<file path="src/rtl/sa_ctrl.sv">
// Sequencer for an N x N systolic array pass: weight load/shift, activation load,
// skewed compute with output capture, drain, then a one-cycle done pulse.
module sa_ctrl #(
    parameter int ARRAY_W = 4,
    parameter int CNT_W   = 4
) (
    input  logic       clk,
    input  logic       rst,
    input  logic       start,
    input  logic       abort,
    output logic       busy,
    output logic       done,
    output logic [2:0] phase,
    output logic       weight_buffer_load_en,
    output logic       weight_buffer_out_en,
    output logic       write_weight_en,
    output logic       input_buffer_load_en,
    output logic       input_buffer_out_en,
    output logic       output_buffer_load_en,
    output logic       output_buffer_out_en
);

    typedef enum logic [2:0] {
        S_IDLE    = 3'd0,
        S_W_LOAD  = 3'd1,
        S_W_SHIFT = 3'd2,
        S_A_LOAD  = 3'd3,
        S_COMPUTE = 3'd4,
        S_DRAIN   = 3'd5,
        S_DONE    = 3'd6
    } state_t;

    localparam logic [CNT_W-1:0] LAST_N    = CNT_W'(ARRAY_W - 1);
    localparam logic [CNT_W-1:0] LAST_COMP = CNT_W'(3 * ARRAY_W - 2);
    // Results leave the array only during the last N compute cycles.
    localparam logic [CNT_W-1:0] OBL_FIRST = CNT_W'(2 * ARRAY_W - 1);

    state_t           state_q, state_d;
    logic [CNT_W-1:0] cnt_q, cnt_d;
    logic [CNT_W-1:0] last_cnt;

    always_ff @(posedge clk or posedge rst) begin
        if (rst) begin
            state_q <= S_IDLE;
            cnt_q   <= '0;
        end else begin
            state_q <= state_d;
            cnt_q   <= cnt_d;
        end
    end

    always_comb begin
        state_d  = state_q;
        cnt_d    = '0;
        last_cnt = (state_q == S_COMPUTE) ? LAST_COMP : LAST_N;
        case (state_q)
            S_IDLE: begin
                // A simultaneous abort cancels the request before it starts.
                if (start && !abort) state_d = S_W_LOAD;
            end
            S_DONE: state_d = S_IDLE;
            default: begin
                if (abort) begin
                    state_d = S_IDLE;
                end else if (cnt_q == last_cnt) begin
                    state_d = state_t'(state_q + 3'd1);
                end else begin
                    cnt_d = cnt_q + 1'b1;
                end
            end
        endcase
    end

    always_comb begin
        busy                  = (state_q != S_IDLE);
        done                  = (state_q == S_DONE);
        phase                 = state_q;
        weight_buffer_load_en = (state_q == S_W_LOAD);
        weight_buffer_out_en  = (state_q == S_W_SHIFT);
        write_weight_en       = (state_q == S_W_SHIFT);
        input_buffer_load_en  = (state_q == S_A_LOAD);
        input_buffer_out_en   = (state_q == S_COMPUTE);
        output_buffer_load_en = (state_q == S_COMPUTE) && (cnt_q >= OBL_FIRST);
        output_buffer_out_en  = (state_q == S_DRAIN);
    end

endmodule

</file>
<file path="config.mk">
export PLATFORM = sky130hd
export DESIGN_NAME = sa_ctrl
export DESIGN_NICKNAME = d
export VERILOG_FILES = /design/src/rtl/sa_ctrl.sv
export SDC_FILE = /design/constraint.sdc
export NUM_CORES = 1
export LEC_CHECK = 0
export ABC_AREA = 1
export CAP_MARGIN = 10
export CORE_AREA = 4 4 41 43
export DETAILED_ROUTE_END_ITERATION = 10
export DIE_AREA = 0 0 45 47
export PLACE_DENSITY = 0.68
export SYNTH_ARGS = -nofsm -noshare
export SYNTH_HDL_FRONTEND = slang
export SYNTH_SLANG_ARGS = --single-unit
</file>
<file path="constraint.sdc">
create_clock -name clk -period 1.7 [get_ports clk]
set_input_delay 0.17 -clock clk [delete_from_list [all_inputs] [get_ports clk]]
set_output_delay 0.17 -clock clk [all_outputs]
set_load 0.03 [all_outputs]
</file>
==> impl_metrics.json, run 1 <==
{
  "routed_wl_um": 998,
  "cp_max_fo": 8,
  "synth_edf_count": 0,
  "fmax_mhz": 618,
  "power.density_nw_per_um2": 1370,
  "top_level_ports": 16,
  "synth.distinct_cells": 14,
  "initial_core_util": 0.391,
  "cts_tree": "yes",
  "seq_area_um2": 176,
  "async_flop_share": 1.00,
  "end_kind": "output port",
  "worstPathRequired_ns": 1.53,
  "grt_use_total": 0.114,
  "hp-class": "in2async",
  "postCtsSetupBuffers": 0,
  "fp.dieW_um": 45,
  "worstPathCellList": "clkdlybuf4s50_1",
  "tns_ns": 0,
  "syn_area_um2": 509,
  "path_buf_inv": 1,
  "syn_to_final_growth_pct": 33.9,
  "detailed_place_hpwl_um": 844,
  "ys.warnings.count": 0,
  "clockBufferDepth": 2,
  "top_usage_layer": "met2",
  "finalNonFillerCells": 106,
  "grt_pass1_vias": 454,
  "yosys-top-cells-area": "dfrtp_1, ha_1, nand2_1",
  "die_area_um2": 2120,
  "core_area_um2": 1300,
  "firstDrtPassIters": 6,
  "h-tree-depth": 1,
  "root_buffer": "clkbuf_4",
  "crit_path_top_delay_cell": "clkdlybuf4s50_1",
  "dr_total_vias": 455,
  "arrival_ns": 1.45,
  "relSlewSlack": 0.786,
  "yosysTopAreaCellShare": 0.344,
  "cts_buffers": 3,
  "yosys-top-cells-count": "nand2_1, inv_1, nor2_1, dfrtp_1",
  "dpl.cell_count": 102,
  "p_leak_uw": 0.000405,
  "yosysTopAreaCell": "dfrtp_1",
  "grt_pass1_wl_mm": 1.86,
  "gp_congestion": 0.773,
  "clock_skew_ns": 0.000206,
  "slew_viol_final": 0,
  "worstMarginPinSlew_ns": 0.319,
  "overflow": 0,
  "multi_input_area_um2": 259,
  "ctsHoldBuffers": 0,
  "syn_nets": 81,
  "finalSetupViolCount": 0,
  "antenna_found_initial": 0,
  "clk_pin_slew_ns": 0.05,
  "finalCritPeriodShare": 0.952,
  "placementRows": 13,
  "wl_per_cell_um": 9.42,
  "hold_violations": 0,
  "whs_ns": 0.159,
  "vdd_drop_max_uv": 685,
  "fin_ws_ns": 0.0810,
  "critPathTopFamily": "buffers and inverters",
  "fillers": 129,
  "final_antenna_net_count": 0,
  "globalRouteMet2Util": 0.189,
  "cpPeakStageDelay_ns": 0.73,
  "rsz0062_at_grt": "no",
  "pre_cts_ws_ns": 0.00576,
  "synth_seq_cells": 7,
  "met1_usage": 0.163,
  "grt_max_degree": 9,
  "nets": 102,
  "use_met3": 0.0115,
  "synth.most_common_cell": "nand2_1",
  "io_buffers": 15,
  "cap_violations": 0,
  "syn_inst": 71,
  "cts.sinks": 7,
  "yosysSeqAreaShare": 0.344,
  "crit_type": "reg2out",
  "fin_crit_ns": 1.62,
  "synthFlopType": "dfrtp_1",
  "syn_area_per_cell_um2": 7.17,
  "total_power_uw": 936,
  "status": "complete, no violations",
  "clock_latency_ns": 0.24,
  "die_y_um": 47,
  "drcViolationCount": 0,
  "antenna_cells": 0,
  "drive_above_1_share": 0.209,
  "routed_via_density": 4.29,
  "start_kind": "register",
  "drt_first_iter_violations": 3
}
-- cell usage in the layout, fill, tap and decap left out, drive strengths merged --
cell type / instances
nand2: 19
inv: 18
nor2: 9
clkbuf: 9
nand3: 8
dfrtp: 7
ha: 6
clkdlybuf4s50: 6
buf: 4
nor3: 1
a21oi: 1
xor2: 1
clkdlybuf4s15: 1
dlygate4sd2: 1
-- flip-flops by register name, summed over array words and instances (netlist names) --
name   cells
phase      3
cnt_q      4
-- stage by stage --
stage,utilization,cell area [µm²]
floorplan,-,510
global placement,0.524,682
detailed placement,0.524,682
CTS,0.538,699
global route,0.524,682
finish,0.524,682
-- area by class of cell --
| type | count | area share |
|---|---|---|
| Clock buffer | 4 | 0.0385 |
| Inverter | 18 | 0.0991 |
| Multi-Input combinational cell | 45 | 0.380 |
| Sequential cell | 7 | 0.259 |
| Tap cell | 15 | 0.0275 |
| Timing Repair Buffer | 17 | 0.196 |
-- kinds of logic (layout without fill, tap and decap cells) --
kind of cell	count (synthesis)	in the layout	share of synthesized area
buf+inv	19	39	0.147
flops	7	7	0.344
compound gates	1	1	0.00982
xor+xnor	1	1	0.0172
fa+ha+maj	6	6	0.147
simple gates	37	37	0.334
-- timing repair --
item                       in CTS  in global routing
gates cloned                    0                  0
setup endpoints to repair       7                  6
resized for setup               7                 11
-- routing by layer --
metal,vias to the layer above,part of all wire
met4,0,0
met1,200,0.48
li1,249,-
met3,0,0.026
met2,6,0.49
met5,-,0
-- where the power goes --
part / switching, µW / internal [µW] / total (µW)
registers: 47.6 / 207 / 254
clock network: 56.9 / 89.3 / 146
logic: 342 / 194 / 536
total: 446 / 490 / 936
-- path summary, 6_finish.rpt --
kind | start | to | slack, ns | depth (start not counted)
max | phase[2]$_DFFE_PP0P_ | phase[2] | 0.08 | 1
min | rst | cnt_q[0]$_DFF_PP0_ | 0.16 | 2
max reg2reg | phase[0]$_DFFE_PP0P_ | phase[0]$_DFFE_PP0P_ | 0.23 | 10
min reg2reg | cnt_q[0]$_DFF_PP0_ | cnt_q[0]$_DFF_PP0_ | 0.51 | 1
max in group asynchronous | rst | phase[0]$_DFFE_PP0P_ | 1.31 | 2
min in group clk | cnt_q[0]$_DFF_PP0_ | cnt_q[0]$_DFF_PP0_ | 0.51 | 1
Note: power is estimated with default switching activity, not from simulation.
==> run 2, diff against run 1 <==
--- a/config.mk
+++ b/config.mk
@@ -9,4 +9,5 @@
 export CAP_MARGIN = 10
 export CORE_AREA = 4 4 41 43
+export CTS_CLUSTER_SIZE = 30
 export DETAILED_ROUTE_END_ITERATION = 10
 export DIE_AREA = 0 0 45 47
==> constraint.sdc (replaced) <==
create_clock -name clk -period 1.7 [get_ports clk]
set_input_delay 0.255 -clock clk [delete_from_list [all_inputs] [get_ports clk]]
set_output_delay 0.255 -clock clk [all_outputs]
set_load 0.03 [all_outputs]
==> run 2 against run 1 <==
Net effect: critical path type unchanged; routed wire length decreased by 3.7%; largest power group unchanged; sequential power hardly changed; clock skew up 0.0011 ns; fmax up 2.7%.
==> impl_metrics.json, run 2 (synthesized netlist as in run 1, its figures left out) <==
{
  "grt_pass1_wl_mm": 1.63,
  "cap_violations": 0,
  "drt_first_iter_violations": 5,
  "io_buffers": 15,
  "ctsHoldBuffers": 0,
  "root_buffer": "clkbuf_4",
  "power.density_nw_per_um2": 1350,
  "clock_skew_ns": 0.00127,
  "power.internal_uw": 497,
  "detailed_place_hpwl_um": 835,
  "dr_total_vias": 448,
  "core_area_um2": 1300,
  "drive_above_1_share": 0.275,
  "nets": 102,
  "grt_use_total": 0.109,
  "clk_pin_slew_ns": 0.05,
  "postCtsSetupBuffers": 0,
  "grt_max_degree": 9,
  "fin_ws_ns": 0.123,
  "clock_latency_ns": 0.24,
  "hp-class": "in2async",
  "post_cts_resized": 3,
  "finalSetupViolCount": 0,
  "rsz0062_at_grt": "no",
  "worstPathCellList": "buf_4 -> ha_1 -> nand2_1 -> inv_1 -> buf_4",
  "cts_buffers": 3,
  "switching_share": 0.470,
  "die_y_um": 47,
  "final_common_cell": "nand2_1",
  "pwr-share-comb": 0.579,
  "worstPathRequired_ns": 1.44,
  "total_power_uw": 936,
  "drcViolationCount": 0,
  "p_leak_uw": 0.000425,
  "fp.dieW_um": 45,
  "arrival_ns": 1.32,
  "slew_viol_final": 0,
  "crit_path_frequent_cell": "buf_4",
  "crit_type": "reg2out",
  "firstDrtPassIters": 3,
  "fmax_mhz": 634,
  "path_buf_inv": 3,
  "cts.sinks": 7,
  "relSlewSlack": 0.787,
  "finalCritPeriodShare": 0.928,
  "clockPowerShare": 0.151,
  "start_kind": "register",
  "wl_per_cell_um": 9.07,
  "tns_ns": 0,
  "antenna_cells": 0,
  "die_area_um2": 2120,
  "syn_to_final_growth_pct": 36.6,
  "routed_wl_um": 961,
  "fin_crit_ns": 1.58,
  "pre_cts_ws_ns": 0.0304,
  "final_area_um2": 696,
  "whs_ns": 0.240,
  "crit_path_top_delay_cell": "dfrtp_1",
  "vdd_drop_max_uv": 744,
  "switchingPower_uw": 440,
  "status": "complete, no violations",
  "initial_core_util": 0.391,
  "grt_pass1_vias": 402,
  "cpPeakStageDelay_ns": 0.41,
  "overflow": 0,
  "seqPwrFrac": 0.270,
  "hold_violations": 0,
  "gp_congestion": 0.770,
  "worstMarginPinSlew_ns": 0.319,
  "critPathTopFamily": "flip-flops",
  "antenna_found_initial": 0,
  "routed_via_density": 4.23,
  "top_level_ports": 16,
  "cp_max_fo": 4,
  "clockBufferDepth": 2,
  "h-tree-depth": 1,
  "final_cell_mix": "nand2_1, inv_1, buf_4, nor2_1",
  "final_antenna_net_count": 0,
  "placementRows": 13,
  "end_kind": "output port",
  "cts_tree": "yes",
  "largest_reg_flops": 4,
  "regMostFlops": "cnt_q",
  "place_area_um2": 672
}
run 2: layout make-up:
type                       instances  area (µm²)
fill                             150         606
multi-input combinational         45         268
sequential                         7         176
timing repair buffer              17         139
inverter                          18        67.6
clock buffer                       4        26.3
tap                               15        18.8
run 2: worst register-to-register path, stage by stage (launching register included):
cell and delay, ns:
dfrtp_1 0.39, inv_1 0.08, ha_2 0.19, nand2_1 0.12, inv_1 0.07, nand2_1 0.08, nand3_2 0.09, nand2_4 0.11
nand2_1 0.08, nand2_1 0.06, nand2_1 0.05
run 2: per-stage QoR:
stage	utilization	instances
after floorplan	-	71
after global placement	0.516	102
after detailed placement	0.516	102
after CTS	0.534	106
after global routing	0.535	106
final	0.535	106
run 2: layer usage:
| layer | part of all wire | wire length [µm] | track usage | vias to the layer above |
|---|---|---|---|---|
| met1 | 0.46 | 446 | 0.126 | 194 |
| met5 | 0 | 0 | 0 | - |
| met4 | 0.0094 | 9 | 0.0702 | 0 |
| met3 | 0.033 | 32 | 0.0230 | 2 |
| li1 | - | - | - | 248 |
| met2 | 0.49 | 473 | 0.184 | 4 |
run 2: power by group through the flow:
stage          sequential, µW  clock [µW]  combinational (µW)
2_1_floorplan             286           0                 343
5_1_grt                   261         161                 602
3_3_place_gp              253           0                 549
6_report                  253         141                 542
3_5_place_dp              254           0                 552
4_1_cts                   251         148                 547
run 2: worst paths after layout:
path / startpoint / end / slack, ns / cells after the start
min: rst / cnt_q[0]$_DFF_PP0_ / 0.24 / 2
min reg2reg: cnt_q[0]$_DFF_PP0_ / cnt_q[0]$_DFF_PP0_ / 0.51 / 1
max in group asynchronous: rst / phase[0]$_DFFE_PP0P_ / 1.24 / 2
min in group clk: cnt_q[0]$_DFF_PP0_ / cnt_q[0]$_DFF_PP0_ / 0.51 / 1
max: phase[1]$_DFFE_PP0P_ / done / 0.12 / 5
max reg2reg: phase[1]$_DFFE_PP0P_ / phase[1]$_DFFE_PP0P_ / 0.27 / 10
